===== src/rtl/conv_window_gen_if.sv =====
`default_nettype none
// ============================================================================
// Module  : conv_window_gen_if
// Brief   : Pixel-stream handshake and window/result bus of the 5x5 window generator.
// Revision: 1.0
// ============================================================================
interface conv_window_gen_if #(
  parameter int DATA_W = 8
);
  logic signed [DATA_W-1:0]            pix_in;
  logic                                pix_valid;
  logic                                pix_ready;
  logic signed [4:0][4:0][DATA_W-1:0]  win;
  logic                                win_valid;
  logic                                res_valid;
  logic                                res_last;
  logic                                frame_done;

  modport master (
    output pix_in, pix_valid,
    input  pix_ready, win, win_valid, res_valid, res_last, frame_done
  );

  modport slave (
    input  pix_in, pix_valid,
    output pix_ready, win, win_valid, res_valid, res_last, frame_done
  );
endinterface
`default_nettype wire


===== src/rtl/conv_window_gen.sv =====
`default_nettype none
// ============================================================================
// Module  : conv_window_gen
// Brief   : 4 line buffers + 5x5 window feeding the conv datapath; regenerates
//           result-valid / end-of-frame markers after the datapath latency.
// Revision: 1.0
// ============================================================================
module conv_window_gen #(
  parameter int IMG_W    = 32,
  parameter int IMG_H    = 32,
  parameter int DATA_W   = 8,
  parameter int CONV_LAT = 5
) (
  input  wire logic         clk,
  input  wire logic         rst,
  conv_window_gen_if.slave  cw_io
);

  localparam int c_col_w = $clog2(IMG_W);
  localparam int c_row_w = $clog2(IMG_H);

  localparam logic [0:0] c_st_fill  = 1'b0;
  localparam logic [0:0] c_st_drain = 1'b1;

  logic [0:0]                  state_q, state_d;
  logic                        ready_q;
  logic [c_col_w-1:0]          col_q, col_d;
  logic [c_row_w-1:0]          row_q, row_d;
  logic                        win_valid_q, win_valid_d;
  logic                        win_last_q, win_last_d;
  logic [CONV_LAT-1:0]         vld_dly_q;
  logic [CONV_LAT-1:0]         last_dly_q;
  logic [DATA_W-1:0]           lb_q [4][IMG_W];
  logic [4:0][4:0][DATA_W-1:0] win_q;

  logic w_xfer;
  logic w_col_end;
  logic w_last_pix;
  logic w_res_last;

  assign w_xfer     = cw_io.pix_valid & ready_q;
  assign w_col_end  = (col_q == c_col_w'(IMG_W - 1));
  assign w_last_pix = w_col_end && (row_q == c_row_w'(IMG_H - 1));
  assign w_res_last = vld_dly_q[CONV_LAT-1] & last_dly_q[CONV_LAT-1];

  always_comb begin
    state_d     = state_q;
    col_d       = col_q;
    row_d       = row_q;
    win_valid_d = 1'b0;
    win_last_d  = 1'b0;
    case (state_q)
      c_st_fill: begin
        if (w_xfer) begin
          win_valid_d = (row_q >= c_row_w'(4)) && (col_q >= c_col_w'(4));
          win_last_d  = w_last_pix;
          if (w_last_pix) begin
            state_d = c_st_drain;
            col_d   = '0;
            row_d   = '0;
          end else if (w_col_end) begin
            col_d = '0;
            row_d = row_q + c_row_w'(1);
          end else begin
            col_d = col_q + c_col_w'(1);
          end
        end
      end
      c_st_drain: begin
        // Input stays closed until the frame's final result has left the datapath.
        if (w_res_last) state_d = c_st_fill;
      end
      default: state_d = c_st_fill;
    endcase
  end

  always_ff @(posedge clk) begin
    if (rst) begin
      state_q     <= c_st_fill;
      ready_q     <= 1'b0;
      col_q       <= '0;
      row_q       <= '0;
      win_valid_q <= 1'b0;
      win_last_q  <= 1'b0;
      vld_dly_q   <= '0;
      last_dly_q  <= '0;
    end else begin
      state_q     <= state_d;
      ready_q     <= (state_d == c_st_fill);
      col_q       <= col_d;
      row_q       <= row_d;
      win_valid_q <= win_valid_d;
      win_last_q  <= win_last_d;
      vld_dly_q   <= CONV_LAT'({vld_dly_q, win_valid_q});
      last_dly_q  <= CONV_LAT'({last_dly_q, win_last_q});
    end
  end

  // Window and line buffers carry no reset; win_valid masks stale contents.
  always_ff @(posedge clk) begin
    if (w_xfer) begin
      for (int i = 0; i < 5; i++) begin
        for (int j = 0; j < 4; j++) begin
          win_q[i][j] <= win_q[i][j+1];
        end
      end
      win_q[0][4] <= lb_q[3][col_q];
      win_q[1][4] <= lb_q[2][col_q];
      win_q[2][4] <= lb_q[1][col_q];
      win_q[3][4] <= lb_q[0][col_q];
      win_q[4][4] <= cw_io.pix_in;
      lb_q[0][col_q] <= cw_io.pix_in;
      for (int k = 0; k < 3; k++) begin
        lb_q[k+1][col_q] <= lb_q[k][col_q];
      end
    end
  end

  assign cw_io.pix_ready  = ready_q;
  assign cw_io.win        = win_q;
  assign cw_io.win_valid  = win_valid_q;
  assign cw_io.res_valid  = vld_dly_q[CONV_LAT-1];
  assign cw_io.res_last   = w_res_last;
  assign cw_io.frame_done = w_res_last;

endmodule
`default_nettype wire

===== src/flat_wrapper.sv =====
// flat-port wrapper written by rule: the top's interface ports become plain ports
module conv_window_gen_flat 
#(
  parameter int IMG_W    = 32,
  parameter int IMG_H    = 32,
  parameter int DATA_W   = 8,
  parameter int CONV_LAT = 5
)
  (clk, rst, cw_io_pix_in, cw_io_pix_valid, cw_io_pix_ready, cw_io_win, cw_io_win_valid, cw_io_res_valid, cw_io_res_last, cw_io_frame_done);
  conv_window_gen_if #(.DATA_W(DATA_W)) cw_io_i ();
  input  wire logic clk;
  input  wire logic rst;
  input wire logic [$bits(cw_io_i.pix_in)-1:0] cw_io_pix_in;
  input wire logic [$bits(cw_io_i.pix_valid)-1:0] cw_io_pix_valid;
  output wire logic [$bits(cw_io_i.pix_ready)-1:0] cw_io_pix_ready;
  output wire logic [$bits(cw_io_i.win)-1:0] cw_io_win;
  output wire logic [$bits(cw_io_i.win_valid)-1:0] cw_io_win_valid;
  output wire logic [$bits(cw_io_i.res_valid)-1:0] cw_io_res_valid;
  output wire logic [$bits(cw_io_i.res_last)-1:0] cw_io_res_last;
  output wire logic [$bits(cw_io_i.frame_done)-1:0] cw_io_frame_done;
  assign cw_io_i.pix_in = cw_io_pix_in;
  assign cw_io_i.pix_valid = cw_io_pix_valid;
  assign cw_io_pix_ready = cw_io_i.pix_ready;
  assign cw_io_win = cw_io_i.win;
  assign cw_io_win_valid = cw_io_i.win_valid;
  assign cw_io_res_valid = cw_io_i.res_valid;
  assign cw_io_res_last = cw_io_i.res_last;
  assign cw_io_frame_done = cw_io_i.frame_done;
  conv_window_gen #(.IMG_W(IMG_W), .IMG_H(IMG_H), .DATA_W(DATA_W), .CONV_LAT(CONV_LAT)) u_core (.clk(clk), .rst(rst), .cw_io(cw_io_i));
endmodule

===== config.mk =====
export PLATFORM = sky130hd
export DESIGN_NAME = conv_window_gen_flat
export DESIGN_NICKNAME = d
export VERILOG_FILES = /design/src/rtl/conv_window_gen_if.sv /design/src/rtl/conv_window_gen.sv /design/src/flat_wrapper.sv
export SDC_FILE = /design/constraint.sdc
export NUM_CORES = 1
export LEC_CHECK = 0
export ABC_CLOCK_PERIOD_IN_PS = 18000
export CAP_MARGIN = 25
export CORE_AREA = 2 2 375 340
export DETAILED_ROUTE_END_ITERATION = 10
export DIE_AREA = 0 0 377 342
export PLACE_DENSITY_LB_ADDON = 0.3
export SYNTH_ARGS = -nofsm -noshare
export SYNTH_HDL_FRONTEND = slang
export SYNTH_SLANG_ARGS = --single-unit

===== constraint.sdc =====
create_clock -name clk -period 18 [get_ports clk]
set_clock_uncertainty 0.1 [all_clocks]
set_input_delay 3.6 -clock clk [delete_from_list [all_inputs] [get_ports clk]]
set_output_delay 3.6 -clock clk [all_outputs]
set_load 0.01 [all_outputs]

Word-level counts from Yosys, hierarchy flattened:

Memories as Yosys holds them, arrays and structs flattened.
Index checks and enable logic that the tools add are counted.

* $add $sub $neg: 2
* magnitude comparators: 4
* eq/ne operators: 2
* mux-type cells: 24
* bitwise gates (word level): 6
* reductions and logical operators: 7

Operator list (count)
* two-way mux 256 bit: 1
* binary-select mux 8 bit (select 5 bit): 4
* two-way mux 8 bit: 9
* demux 8 bit (select 5 bit): 1
* two-way mux 5 bit: 4
* adder 5 x 1 -> 5 bit (second input constant): 2
* == test 5 bit (second input constant): 2
* greater-or-equal comparator 5 x 3 -> 1 bit (second input constant): 2
* greater-or-equal comparator 6 bit (second input constant): 1
* less-than comparator 6 x 1 -> 1 bit (second input constant): 1
* inverter 5 -> 6 bit: 1
* two-way mux 1 bit: 4
* logical AND 1 bit: 3
* inverter 1 bit: 3
* AND reduction 3 bit: 1
* OR reduction 3 bit: 1
* AND 1 bit: 2
* case mux 1 bit (2 select lines): 1
* AND reduction 2 bit: 1
* nonzero test 2 bit: 1

* bits in registers: 224
* RAM bits: 1024
* input port bits: 11
* memories: 1

Memories
* u_core.lb_q: depth 4, width 256, read ports 4, clocked after memory_dff 0, wr ports 4, line conv_window_gen.sv:33 `logic [DATA_W-1:0] lb_q [4][IMG_W];`

Longest topological paths before layout:

* word-level depth: 6
* depth in mapped cells: 9

Least setup slack after synthesis:

No wires, ideal clock.

* kind: input -> register
* start point: in cw_io_pix_valid
* end point: mem u_core.lb_q[0][128] (netlist name) (enable)
* library setup time: 0.461 ns
* arrival: 12.953 ns
* path slack: 4.486 ns
* stages: 4
* buffers on the path: 1
* path through: and2_1 clkbuf_1 nand2_1 nor3_1

RTL lines
* start: declaration: line flat_wrapper.sv:14 `input wire logic [$bits(cw_io_i.pix_valid)-1:0] cw_io_pix_valid;`
* end: declaration: line conv_window_gen.sv:33

==> impl_summary.txt <==
----------------------------------------------------
[Critical path]
  Reg-to-reg critical path startpoint ... u_core.col_q[1]
  Setup slack of the worst register-to-register path ... 12.59 ns
  Worst Path Arrival ... 6.34 ns
  CP endpoint ... u_core.lb_q[0][41]
  Max Fanout on Critical Path ... 33
  CP Cell Sequence ... clkdlybuf4s50_1 > and2_4 > nand2_1 > nor2_4
  Number of cells on the worst reg-to-reg path ... 6
  Timing startpoint of the critical path ... cw_io_pix_valid
  Required time of the critical path ... 18.27 ns
  Crit path depth ... 4
  Crit start category ... input port
  Crit-path max cell delay ... 1.01 ns
  End of the worst register-to-register path ... u_core.lb_q[2][102]
  Kind of cell with the highest combined delay on the critical path ... simple AND/OR/NAND/NOR gates
  Standard cell with the maximum stage delay on the critical path ... nor2_4
  Class of the most critical setup path ... input port to flop
  Critical path capture point type ... flop
  WP buf/inv ... 1

[Floorplanning]
  Initial core utilization ... 0.366
  Horizontal die dimension ... 377 um
  Number of cell rows ... 124
  Area of the core ... 126,000 um^2
  Top-level I/O count ... 216
  Floorplan die height ... 342 um
  Die Outline Area ... 129,000 um^2

[Clocking]
  Clock insertion delay at the later pin of the skew report ... 0.77 ns
  Post-cts gate resize count ... 0
  Clock-pin slew on the worst setup and hold paths ... 0.06 ns
  Clock root buffer master ... clkbuf_16
  Longest Clk Path Bufs ... 3
  Post-CTS setup buffers ... 0
  CTS buffer count ... 134
  Number of buffers inserted by hold repair at cts ... 0
  H-Tree Level Count ... 4
  Total number of clock tree sinks ... 1,248
  TritonCTS clock tree ... yes

[Final layout]
  Area grow syn2layout ... 20.0%
  Finished Cell Area ... 55,200 um^2
  Most frequent cells in the layout ... edfxtp_1 (1,224), mux2i_1 (515), o22ai_1 (256)
  Share of the core filled with cells in the final layout ... 0.439
  Layout cells sized above 1 ... 0.127
  Net count of the finished layout ... 2,703
  Leading cell type in the layout, fill and taps excluded ... edfxtp_1

[Synth]
  Netlist cell types ... 33
  Sequential area share after synthesis ... 0.809
  Synthesized Nets ... 2,393
  Count of flip-flops with a built-in enable after synthesis ... 1,224
  Most frequently used flop master after synthesis ... edfxtp_1
  Mapped Area ... 46,000 um^2
  Post-synthesis register bit count ... 1,248
  Number of standard cells after synthesis ... 2,374
  Largest cells by area after synthesis ... edfxtp_1 (80%), mux2i_1 (11%), o22ai_1 (3.5%)
  Synth warnings ... 0
  Post-Syn Area per Cell ... 19.4 um^2
  Async S/R FF share, synth ... 0
  Cell type with the largest total area after synthesis ... edfxtp_1
  Area share of the leading cell type in the synthesized netlist ... 0.799

[Status]
  Run status ... finished clean

[Detailed routing]
  Vias after detailed routing ... 23,537
  Routed vias/inst ... 5.32
  Post-DR wirelength/cell ... 26.0 um
  Number of design rule violations left after detail routing ... 0
  Remaining antenna violation count ... 0
  Detailed router's first-iteration violation count ... 2,400
  Total wire length after detailed routing ... 115,000 um
  Pre-antenna DRT Iters ... 5

[Placement]
  DPL Wire Length ... 68,800 um
  Dpl cell area ... 50,600 um^2
  Post-placement setup slack ... 11.03 ns
  Gpl congestion ... 0.870
  Number of port buffers ... 215

[STA]
  Final setup violation count ... 0
  Final critical-path share of the clock period ... 0.337
  Number of hold violations in the final report ... 0
  Peak Freq ... 165 MHz
  Setup repair after global routing missed its margin ... no
  Worst slew margin relative to its limit ... 0.289
  Sum of negative setup slack ... 0 ns
  Worst-margin pin slew ... 1.06 ns
  Final worst path period need ... 6.07 ns
  Number of max-slew violations in the final report ... 0
  Smallest setup slack after layout ... 11.93 ns

[Power]
  Cell leakage power ... 16.7 nW
  Worst voltage drop across the vdd grid ... 0.0945 mV
  Power Density ... 112 nW/um^2

[Global route]
  Pin count of the biggest net entering global routing ... 116
  Number of antenna violations at the first check in global routing ... 4
  Wire length of the first global-routing pass ... 163,000 um
  Overall routing resource usage ... 0.176
  GR Overflow Total ... 0
  Vias in the first global route ... 23,360

[Min path]
  Type of the worst min-delay path ... flop to flop

[Run]
  Max cap viols ... 0

----------------------------------------------------
==> power breakdown <==
part | switching, mW | internal (mW)
Combinational | 0.168 | 0.0730
Sequential | 0.0135 | 3.25
Clock | 1.12 | 1.58
==> how the worst min path moves through the flow <==
stage	startpoint	end	cells past startpoint
floorplan	u_core.win_last_q	u_core.last_dly_q[0]	1
finish	u_core.last_dly_q[3]	u_core.last_dly_q[4]	1
detailed placement	u_core.last_dly_q[3]	u_core.last_dly_q[4]	1
global route	u_core.win_last_q	u_core.last_dly_q[0]	1
global placement	u_core.vld_dly_q[0]	u_core.vld_dly_q[1]	1
CTS	u_core.cw_io.win[90]	u_core.cw_io.win[82]	0
==> layout make-up <==
class / count / area, um^2
clock inverters: 74 / 724
flip-flops and latches: 1248 / 37200
multi-input cells: 989 / 8380
diodes: 5 / 12.5
repair buffers: 305 / 3240
fillers: 10730 / 70400
inverters: 6 / 22.5
well taps: 1638 / 2050
clock buffers: 162 / 3560
==> synth_stat cells (8+ instances only) <==
cell,instances
a21oi_1,8
buf_2,83
buf_6,16
clkbuf_1,26
dfxtp_1,24
edfxtp_1,1224
ha_1,8
mux2i_1,515
nand2_1,39
nor2_1,39
nor2b_1,11
nor3_1,8
nor4_1,64
o22ai_1,256
==> kinds of logic after synthesis <==
kind of cell,synth area share
flip-flops,0.809
multiplexers,0.112
AO/OA/AOI/OAI,0.0364
AND/OR/NAND/NOR,0.0240
buffers and inverters,0.0164
adder cells (fa/ha/maj),0.00218
==> worst register-to-register path, delay by kind of cell, from the launching register on <==
family	cells	cell delay (ns)
AO/OA/AOI/OAI	1	0.12
buffers and inverters	2	1.83
flip-flops	1	0.96
multiplexers	1	0.29
AND/OR/NAND/NOR	2	1.58
==> sequential cells by signal, indices dropped and copies added, names as in the netlist <==
signal	count
u_core.col_q	5
u_core.cw_io.pix_ready	1
u_core.cw_io.win	200
u_core.cw_io.win_valid	1
u_core.last_dly_q	5
u_core.lb_q	1024
u_core.row_q	5
u_core.state_q	1
u_core.vld_dly_q	5
u_core.win_last_q	1
==> metal layers <==
metal  track usage  up-vias  wire (um)
met5             0        -          0
met4        0.0679        0       3230
met3        0.0304      155       7890
met2         0.286      917      55600
met1         0.235    12178      48500
li1              -    10287          -
==> metrics by stage <==
stage          hold WS, ns  power [mW]  cells
6_report             0.336        6.20   4427
5_1_grt              0.353        6.39   4422
4_1_cts              0.333        6.27   4407
3_5_place_dp         0.326        3.57   4171
3_3_place_gp         0.316        3.56   4152
2_1_floorplan        0.314        3.43   2374
(Power assumes the default switching activity.)
